==> src/rtl/bus_pkg.sv <==
// Shared types and sizing for the LSU / debug-port slave bus arbiter.
package bus_pkg;

  localparam int BUS_AW      = 32;
  localparam int BUS_DW      = 32;
  localparam int TIMEOUT_DEF = 16;
  localparam int TIMEOUT_W   = $clog2(TIMEOUT_DEF + 1);

  typedef enum logic [0:0] {
    IDLE = 1'b0,
    BUSY = 1'b1
  } arb_state_e;

  typedef struct packed {
    logic                  we;
    logic [BUS_AW-1:0]     addr;
    logic [BUS_DW-1:0]     wdata;
    logic [BUS_DW/8-1:0]   wstrb;
  } bus_cmd_t;

  function automatic logic [1:0] onehot2(input logic idx);
    return idx ? 2'b10 : 2'b01;
  endfunction

endpackage

==> src/rtl/lsu_bus_arbiter_rr_arb2.sv <==
// Two-way round-robin picker; the pointer remembers the last granted master
// and only moves when a grant is actually issued.
module rr_arb2 (
  input  logic       clk,
  input  logic       rstn,
  input  logic [1:0] req,
  input  logic       grant_en,
  output logic [1:0] gnt
);

  logic last;

  always_comb begin
    gnt = 2'b00;
    if (grant_en) begin
      case (req)
        2'b01:   gnt = 2'b01;
        2'b10:   gnt = 2'b10;
        2'b11:   gnt = last ? 2'b01 : 2'b10;
        default: gnt = 2'b00;
      endcase
    end
  end

  // Reset points at m1 so m0 wins the first contended pick.
  always_ff @(posedge clk) begin
    if (!rstn) begin
      last <= 1'b1;
    end else if (|gnt) begin
      last <= gnt[1];
    end
  end

endmodule

==> src/rtl/lsu_bus_arbiter.sv <==
// Shares one data-memory/MMIO slave bus between the core LSU (m0) and the
// debug/loader port (m1); one transaction at a time with ack timeout.
module lsu_bus_arbiter
  import bus_pkg::*;
#(
  parameter int AW      = BUS_AW,
  parameter int DW      = BUS_DW,
  parameter int TIMEOUT = TIMEOUT_DEF
) (
  input  logic                    clk,
  input  logic                    rstn,
  input  logic [1:0]              m_req,
  input  logic [1:0]              m_we,
  input  logic [1:0][AW-1:0]      m_addr,
  input  logic [1:0][DW-1:0]      m_wdata,
  input  logic [1:0][DW/8-1:0]    m_wstrb,
  output logic [1:0]              m_gnt,
  output logic [1:0]              m_rvalid,
  output logic [DW-1:0]           m_rdata,
  output logic                    m_err,
  output logic                    s_req,
  output logic                    s_we,
  output logic [AW-1:0]           s_addr,
  output logic [DW-1:0]           s_wdata,
  output logic [DW/8-1:0]         s_wstrb,
  input  logic                    s_ack,
  input  logic [DW-1:0]           s_rdata,
  output logic                    busy,
  output logic                    spurious
);

  localparam int CNT_W = $clog2(TIMEOUT + 1);

  arb_state_e       state;
  bus_cmd_t         cmd_q;
  bus_cmd_t         cmd_in;
  logic             owner;
  logic [CNT_W-1:0] cnt;
  logic             s_req_q;
  logic [1:0]       rvalid_q;
  logic [DW-1:0]    rdata_q;
  logic             err_q;
  logic             spurious_q;
  logic             grant_en;
  logic [1:0]       gnt;
  logic             sel;

  // Grants are suppressed while in reset so nothing is captured on that edge.
  assign grant_en = rstn && (state == IDLE);

  rr_arb2 u_rr (
    .clk      (clk),
    .rstn     (rstn),
    .req      (m_req),
    .grant_en (grant_en),
    .gnt      (gnt)
  );

  assign sel = gnt[1];

  always_comb begin
    cmd_in       = '0;
    cmd_in.we    = m_we[sel];
    cmd_in.addr  = m_addr[sel];
    cmd_in.wdata = m_wdata[sel];
    cmd_in.wstrb = m_wstrb[sel];
  end

  always_ff @(posedge clk) begin
    if (!rstn) begin
      state      <= IDLE;
      cmd_q      <= '0;
      owner      <= 1'b0;
      cnt        <= '0;
      s_req_q    <= 1'b0;
      rvalid_q   <= 2'b00;
      rdata_q    <= '0;
      err_q      <= 1'b0;
      spurious_q <= 1'b0;
    end else begin
      rvalid_q <= 2'b00;
      rdata_q  <= '0;
      err_q    <= 1'b0;
      if (s_ack && (state == IDLE)) begin
        spurious_q <= 1'b1;
      end
      case (state)
        IDLE: begin
          if (|gnt) begin
            cmd_q   <= cmd_in;
            owner   <= sel;
            cnt     <= CNT_W'(1);
            s_req_q <= 1'b1;
            state   <= BUSY;
          end
        end
        BUSY: begin
          // An ack arriving on the timeout cycle still completes cleanly.
          if (s_ack) begin
            rvalid_q <= onehot2(owner);
            rdata_q  <= s_rdata;
            s_req_q  <= 1'b0;
            state    <= IDLE;
          end else if (cnt == CNT_W'(TIMEOUT)) begin
            rvalid_q <= onehot2(owner);
            err_q    <= 1'b1;
            s_req_q  <= 1'b0;
            state    <= IDLE;
          end else begin
            cnt <= cnt + 1'b1;
          end
        end
        default: state <= IDLE;
      endcase
    end
  end

  assign m_gnt    = gnt;
  assign m_rvalid = rvalid_q;
  assign m_rdata  = rdata_q;
  assign m_err    = err_q;
  assign s_req    = s_req_q;
  assign s_we     = cmd_q.we;
  assign s_addr   = cmd_q.addr;
  assign s_wdata  = cmd_q.wdata;
  assign s_wstrb  = cmd_q.wstrb;
  assign busy     = (state == BUSY);
  assign spurious = spurious_q;

endmodule

==> config.mk <==
export PLATFORM = sky130hd
export DESIGN_NAME = lsu_bus_arbiter
export DESIGN_NICKNAME = d
export VERILOG_FILES = /design/src/rtl/bus_pkg.sv /design/src/rtl/lsu_bus_arbiter_rr_arb2.sv /design/src/rtl/lsu_bus_arbiter.sv
export SDC_FILE = /design/constraint.sdc
export NUM_CORES = 1
export LEC_CHECK = 0
export CAP_MARGIN = 30
export CORE_AREA = 5 5 118 120
export CTS_BUF_LIST = sky130_fd_sc_hd__clkbuf_2 sky130_fd_sc_hd__clkbuf_4 sky130_fd_sc_hd__clkbuf_8
export DETAILED_ROUTE_END_ITERATION = 8
export DIE_AREA = 0 0 123 125
export PLACE_DENSITY_LB_ADDON = 0.3
export SYNTH_ARGS = -nofsm -noshare
export SYNTH_HDL_FRONTEND = slang
export SYNTH_SLANG_ARGS = --single-unit
==> constraint.sdc <==
create_clock -name clk -period 2.75 [get_ports clk]
set_input_delay 0.4125 -clock clk [delete_from_list [all_inputs] [get_ports clk]]
set_output_delay 0.4125 -clock clk [all_outputs]
set_load 0.02 [all_outputs]
# After elaboration in Yosys (flattened, before gate mapping)
# Index checks and enable logic that the tools add are counted.
[classes] bitwise_logic=2 reduce_logical=9 n_addsub=1 n_mux=27 order_cmp=1 eq_ne=8
[op_table] operator="two-way mux 32 bit" n=4
[op_table] operator="two-way mux 5 bit" n=3
[op_table] operator="two-way mux 2 bit" n=5
[op_table] operator="one-hot mux 5 bit (2 select lines)" n=1
[op_table] operator="two-way mux 1 bit" n=9
[op_table] operator="two-way mux 4 bit" n=2
[op_table] operator="one-hot mux 2 bit (3 select lines)" n=1
[op_table] operator="AND reduction 2 bit" n=3
[op_table] operator="AND reduction 3 bit" n=2
[op_table] operator="adder 5 x 1 -> 5 bit (second input constant)" n=1
[op_table] operator="equality test 5 bit (second input constant)" n=1
[op_table] operator="equality test 2 bit (second input constant)" n=2
[op_table] operator="inequality test 2 bit (second input constant)" n=2
[op_table] operator="one-hot mux 1 bit (2 select lines)" n=2
[op_table] operator="inequality test 3 x 2 -> 1 bit (second input constant)" n=1
[op_table] operator="OR reduction 3 bit" n=1
[op_table] operator="equality test 2 x 1 -> 1 bit (second input constant)" n=1
[op_table] operator="logical AND 1 bit" n=2
[op_table] operator="< comparator 1 x 2 -> 1 bit (second input constant)" n=1
[op_table] operator="inequality test 2 x 1 -> 1 bit (second input constant)" n=1
[op_table] operator="inverter 1 bit" n=2
[op_table] operator="OR reduction 2 bit" n=1
[word_totals] reg_bits=114 out_inout_bits=109 input_bits=175

# Longest topological paths before layout
# Gate-level depths: netlist of run 1.
[logic_depth] word_depth=6 mapped_depth=7 depth_no_buf=5

# By module
# From an unflattened synthesis of run 1, not the netlist that was laid out.
[unflattened] cells_unflattened=444 hier_area_um2=4725.8
[by_module_without_submodules] module="lsu_bus_arbiter" instances=1 seq_area_each_um2=2262.2 area_each_um2=4669.5 cells_each=436
[by_module_without_submodules] module="rr_arb2" instances=1 seq_area_each_um2=20.0 area_each_um2=56.3 cells_each=8

# Worst setup path before layout of run 1
# Ideal clock, no wire load.
[synth_timing] kind="input port to output port" from="in m_req[1]" to="out m_gnt[1]" n_path_buf=3 cell_stages=5 required_time_ps=2338 t_arrival_ps=1364 slack_ps=974 path_cell_list="buf_2 -> buf_2 -> clkbuf_1 -> nand2_1 -> nor2_1"
[synth_between] elab_chain_cells=3 elab_cells_between_ends=5
[synth_lines] item="start, declared" line_no="lsu_bus_arbiter.sv:12" text="input logic [1:0] m_req,"
[synth_lines] item="equality test 2 bit or equality test 2 x 1 -> 1 bit (tied branches)" line_no="lsu_bus_arbiter_rr_arb2.sv:16" text="case (req)"
[synth_lines] item="one-hot mux 2 bit (3 select lines) (*)" line_no="lsu_bus_arbiter_rr_arb2.sv:16"
[synth_lines] item="two-way mux 2 bit (*)" line_no="lsu_bus_arbiter_rr_arb2.sv:15" text="if (grant_en) begin"
[synth_lines] item="end, declared" line_no="lsu_bus_arbiter.sv:17" text="output logic [1:0] m_gnt,"
# Every way passes the cells marked *; elsewhere a longest branch is shown, timed or not.

# Final worst setup path of run 1
[layout_timing] from="in m_req[0]" to="out m_gnt[1]"
# The elaborated chain is that of the path after synthesis.

==> results of run 1 <==
sequential cells by signal (all words and copies together), names as in the netlist:
name	cells
m_rdata	32
s_addr	32
s_wdata	32
cnt	5
s_wstrb	4
m_rvalid	2
busy	1
m_err	1
owner	1
s_req	1
s_we	1
spurious	1
u_rr.last	1
cell type report:
cell class | instances | area share (%)
inverter | 5 | 0.214
multi-input combinational | 358 | 32.7
timing repair buffer | 298 | 34.1
sequential | 114 | 26.0
tap | 176 | 2.51
clock inverter | 13 | 1.55
clock buffer | 19 | 2.98
tightest hold or removal path, stage by stage:
cell and delay, ns:
buf_4 0.16, nand2_1 0.10, o22ai_1 0.09
cells by family after synthesis:
| kind of cell | Yosys count |
|---|---|
| AO/OA/AOI/OAI | 155 |
| adder cells (fa/ha/maj) | 2 |
| flip-flops | 114 |
| AND/OR/NAND/NOR | 201 |
| buffers and inverters | 85 |
power breakdown:
group	total (W)	internal (W)	switching [W]
sequential	0.00182	0.00176	0.0000607
combinational	0.00113	0.000561	0.000568
clock	0.00156	0.000845	0.000714
through the flow:
step	cells	setup slack [ns]
3_3_place_gp	951	0.349
3_5_place_dp	951	0.329
5_1_grt	983	0.329
6_report	983	0.370
4_1_cts	983	0.370
2_1_floorplan	557	0.974
cell usage after synthesis, types with 3 or more instances:
cell type,count,share of area (%)
dfxtp_1,114,41
a21oi_1,75,6.7
nor4b_1,69,11
a2111oi_0,51,8.0
nor4_1,51,5.7
clkbuf_1,37,2.5
and2_1,33,3.7
buf_2,29,2.6
nor4_2,18,4.0
a2111oi_4,10,4.9
a2111oi_2,8,2.2
buf_6,6,1.2
nand2_1,5,0.34
nor2_1,5,0.34
o21ai_0,5,0.45
buf_1,4,0.27
buf_4,4,0.54
inv_1,4,0.27
and3_1,3,0.34
routing by layer:
| metal | wire (um) | share of wire (%) |
|---|---|---|
| met5 | 0 | 0 |
| met4 | 578 | 2.9 |
| met3 | 1720 | 8.7 |
| met2 | 9890 | 50 |
| met1 | 7680 | 39 |
path summary, 6_finish.rpt:
check / startpoint / slack (ns) / cells after the start / to
worst min register to register: spurious$_SDFFE_PN0P_ / 0.50 / 2 / spurious$_SDFFE_PN0P_
worst max-delay path: m_req[0] / 0.37 / 4 / m_gnt[1]
worst min-delay path: m_req[1] / 0.37 / 3 / owner$_SDFFE_PN0P_
worst max register to register: u_rr.last$_SDFFE_PN1P_ / 0.93 / 4 / s_wdata[30]$_SDFFE_PN0P_
==> flow_summary.json, run 1 <==
{
  "outcome": "completed",
  "critPathMaxFanout": 6,
  "ys_warn_count": 0,
  "grt_pass1_vias": 5804,
  "fin_nets": 971,
  "syn-num-nets": 734,
  "die_h_um": 125,
  "vias": 5780,
  "yosys.area_share.xor_xnor_pct": 0,
  "dieArea_um2": 15400,
  "ys_seq_area_share_pct": 41.0,
  "syn_inst": 557,
  "vias_per_cell": 5.88,
  "worstSetupPathType": "in -> out",
  "area_delta_synth_final_pct": 57.9,
  "drtPass1Iterations": 4,
  "synth_compound_area_share_pct": 23.3,
  "place_hpwl_um": 13100,
  "setup_tns_ns": 0,
  "synth_adder_area_share_pct": 0.450,
  "ios": 284,
  "portBuffers": 283,
  "startpoint_type": "input port",
  "initial_core_util_pct": 43.2,
  "setup_viol": 0,
  "rsz0062_at_grt": "false",
  "syn_area_per_cell_um2": 9.99,
  "crit_family": "buffers and inverters",
  "yosys.area_share.simple_pct": 27.8,
  "worstMarginPinSlew_ns": 0.835,
  "whs_ns": 0.373,
  "post_cts_resized": 0,
  "worstPathCellList": "clkdlybuf4s50_1 -> and2_2 -> nor2_1 -> clkdlybuf4s50_1",
  "slowest_delay_ns": 0.63,
  "overflow": 0,
  "finalPower_w": 0.00451,
  "fp.dieW_um": 123,
  "drv_cap": 0,
  "p_leak_nw": 2.80,
  "root_buffer": "clkbuf_8",
  "netlist_area_um2": 5560,
  "cts-htree-levels": 4,
  "seq_area_um2": 2280,
  "cp_slowest_cell": "clkdlybuf4s50_1",
  "clock.fmax_mhz": 420,
  "hold_viol": 0,
  "powerDensity_nw_per_um2": 513,
  "fillCellCount": 997,
  "maxSlewViolCount": 0,
  "cts_tree": "done",
  "clk_pin_slew_worst_paths_ns": 0.07,
  "clk_latency_ns": 0.45,
  "cts_setup_buffers": 0,
  "detail_route.wl_per_cell_um": 20.2,
  "postRouteAntennaNets": 0,
  "grt_max_degree": 139,
  "gr-usage-all-layers_pct": 25.4,
  "drt_wl_total_um": 19900,
  "core_um2": 12900,
  "ys.flop_type": "dfxtp_1",
  "core.rowCount": 42,
  "synth_async_sr_flop_share_pct": 0,
  "drt_iter0_drc": 481,
  "yosysUniqueCellTypes": 40,
  "synth-seq-cells": 114,
  "critPathArrivalTime_ns": 1.97,
  "cp-end-kind": "primary output",
  "synth_top_family_by_area": "simple AND/OR/NAND/NOR gates",
  "clkSinkCount": 114,
  "use_met1_pct": 30.3,
  "synth_edf_count": 0,
  "drive_above_1_share_pct": 11.4,
  "met2_usage_pct": 41.9,
  "post-route-min-period_ns": 2.38,
  "cts_hold_buffers": 0,
  "min_period_over_period_pct": 86.5,
  "skew_ns": 0.00999,
  "gp_congestion": 0.808,
  "relSlewSlack_pct": 44.4,
  "cts.path.max_buffers": 2,
  "multi_input_area_um2": 2870,
  "required_ns": 2.34,
  "layout_common_cells": "clkdlybuf4s50_1 (282), dfxtp_1 (114), a21oi_1 (75)",
  "utilization_pct": 68.2,
  "synth_mux_area_share_pct": 0,
  "layout_commonest_cell": "clkdlybuf4s50_1",
  "drc": 0,
  "cts_made_buffers": 17,
  "crit_top_cell": "clkdlybuf4s50_1",
  "dpl-instance-area_um2": 8390,
  "antenna_found_initial": 0,
  "n_antenna_cell": 0,
  "hold_path_class": "in -> reg",
  "finish.instance_area_um2": 8790,
  "irDropWorstVdd_mv": 0.347,
  "grt_util_met3_pct": 8.45,
  "grt_pass1_wl_um": 31300,
  "grt-busiest-layer": "met2",
  "crit_buf_inv": 2
}
(Power assumes the default switching activity.)
==> run 2: changes to the inputs <==
- CELL_PAD_IN_SITES_DETAIL_PLACEMENT: not set -> 1
- CELL_PAD_IN_SITES_GLOBAL_PLACEMENT: not set -> 1
- CORE_AREA: 5 5 118 120 -> 5 5 138 140
- DIE_AREA: 0 0 123 125 -> 0 0 143 145
==> run 2 against run 1 <==
Against the previous run: count of clock-buffer cells in the layout down 2; clock power about the same; critical path depth unchanged; critical path type unchanged; highest routed layer unchanged.
==> flow_summary.json, run 2 (synthesis gave the netlist of run 1 again) <==
{
  "seq_area_um2": 2280,
  "fin_nets": 971,
  "layout_commonest_cell": "clkdlybuf4s50_1",
  "core_um2": 17700,
  "drc": 0,
  "relSlewSlack_pct": 36.1,
  "cts_made_buffers": 17,
  "fillCellCount": 1923,
  "clkSinkCount": 114,
  "p_sw_share_pct": 32.2,
  "setup_slack_ns": 0.332,
  "cts.path.max_buffers": 2,
  "min_period_over_period_pct": 87.9,
  "drt_wl_total_um": 22700,
  "cts_hold_buffers": 0,
  "hp-start": "m_req[1]",
  "grt_pass1_vias": 6335,
  "finish.instance_area_um2": 8860,
  "irDropWorstVdd_mv": 0.395,
  "die_h_um": 145,
  "setup_viol": 0,
  "grt_max_degree": 101,
  "skew_ns": 0.0110,
  "hold_path_class": "in -> reg",
  "worstPathCellList": "clkdlybuf4s50_1 -> and2_2 -> nor2_1 -> clkdlybuf4s50_1",
  "antenna_found_initial": 2,
  "initial_core_util_pct": 31.4,
  "whs_ns": 0.455,
  "area_delta_synth_final_pct": 59.2,
  "ios": 284,
  "dpl-instance-area_um2": 8470,
  "worstMarginPinSlew_ns": 0.959,
  "drv_cap": 0,
  "power.internal_w": 0.00306,
  "gr-usage-all-layers_pct": 21.1,
  "multi_input_area_um2": 2880,
  "layout_common_cells": "clkdlybuf4s50_1 (282), dfxtp_1 (114), a21oi_1 (75)",
  "drive_above_1_share_pct": 11.4,
  "maxSlewViolCount": 0,
  "place_hpwl_um": 15600,
  "cts-htree-levels": 4,
  "p_seq_share_pct": 40.4,
  "r2r-end": "s_addr[20]$_SDFFE_PN0P_",
  "place_ws_ns": 0.191,
  "r2r_cells": 4,
  "crit_top_cell": "clkdlybuf4s50_1",
  "powerDensity_nw_per_um2": 509,
  "core.rowCount": 49,
  "setup_tns_ns": 0,
  "cts_setup_buffers": 0,
  "vias_per_cell": 5.59,
  "regToRegStartpoint": "busy$_SDFF_PN0_",
  "drt_iter0_drc": 247,
  "postRouteAntennaNets": 0,
  "drtPass1Iterations": 4,
  "dieArea_um2": 20700,
  "fp.dieW_um": 143,
  "worstSetupPathType": "in -> out",
  "cts_tree": "done",
  "overflow": 0,
  "grt_pass1_wl_um": 34900,
  "p_comb_share_pct": 25.6,
  "p_clk_share_pct": 34.0,
  "rsz0062_at_grt": "false",
  "dp.cells": 1004,
  "root_buffer": "clkbuf_8",
  "portBuffers": 283,
  "switchingPower_w": 0.00145,
  "post-route-min-period_ns": 2.42,
  "cp_slowest_cell": "clkdlybuf4s50_1",
  "clk_pin_slew_worst_paths_ns": 0.08,
  "gp_congestion": 0.781,
  "critPathMaxFanout": 6,
  "clk_latency_ns": 0.44,
  "fin_cells": 1039,
  "detail_route.wl_per_cell_um": 21.9,
  "post_cts_resized": 0,
  "cp-end-kind": "primary output",
  "required_ns": 2.34,
  "critPathArrivalTime_ns": 2.01,
  "outcome": "completed",
  "p_leak_nw": 2.81,
  "clock.fmax_mhz": 414,
  "vias": 5808,
  "holdPathEnd": "owner$_SDFFE_PN0P_",
  "worstHoldPathCells": 3,
  "startpoint_type": "input port",
  "r2r_slack_ns": 0.73,
  "slowest_delay_ns": 0.62,
  "hold_viol": 0
}
## run 2: area by class of cell
class,instances,area share [%]
timing repair buffer,298,33.9
clock inverter,15,1.62
tap,229,3.23
inverter,5,0.212
clock buffer,17,2.64
multi-input combinational,358,32.5
antenna,3,0.0848
sequential,114,25.8
## run 2: critical path: cells and delay by family
kind                   cells  cell delay [ns]
buffers and inverters      2             1.17
and+or+nand+nor            2             0.42
## run 2: worst max-delay path by stage
stage	startpoint	cells after the start	to
final	m_req[0]	4	m_gnt[1]
after global routing	m_req[0]	4	m_gnt[1]
after CTS	m_req[0]	4	m_gnt[1]
after detailed placement	m_req[0]	5	s_addr[20]$_SDFFE_PN0P_
after global placement	m_req[0]	4	m_gnt[1]
after floorplan	m_req[1]	5	m_gnt[1]
## run 2: power by group through the flow
stage	clock [W]	sequential [W]	combinational, W
detailed placement	0	0.00186	0.00116
floorplan	0	0.00197	0.000440
finish	0.00153	0.00182	0.00115
global route	0.00167	0.00184	0.00122
CTS	0.00160	0.00182	0.00116
global placement	0	0.00185	0.00113
## run 2: per-layer routing
metal / track usage [%] / part of all wire, % / vias to the layer above
li1: - / - / 2701
met1: 23.9 / 39 / 2851
met2: 37.0 / 51 / 214
met3: 6.55 / 6.6 / 42
met4: 7.56 / 2.9 / 0
met5: 0 / 0 / -
## run 2: stage by stage
step / total power [W] / utilization, %
after floorplan: 0.00241 / -
after global placement: 0.00298 / 47.8
after detailed placement: 0.00302 / 47.8
after CTS: 0.00458 / 49.9
after global routing: 0.00473 / 50.0
final: 0.00451 / 50.0
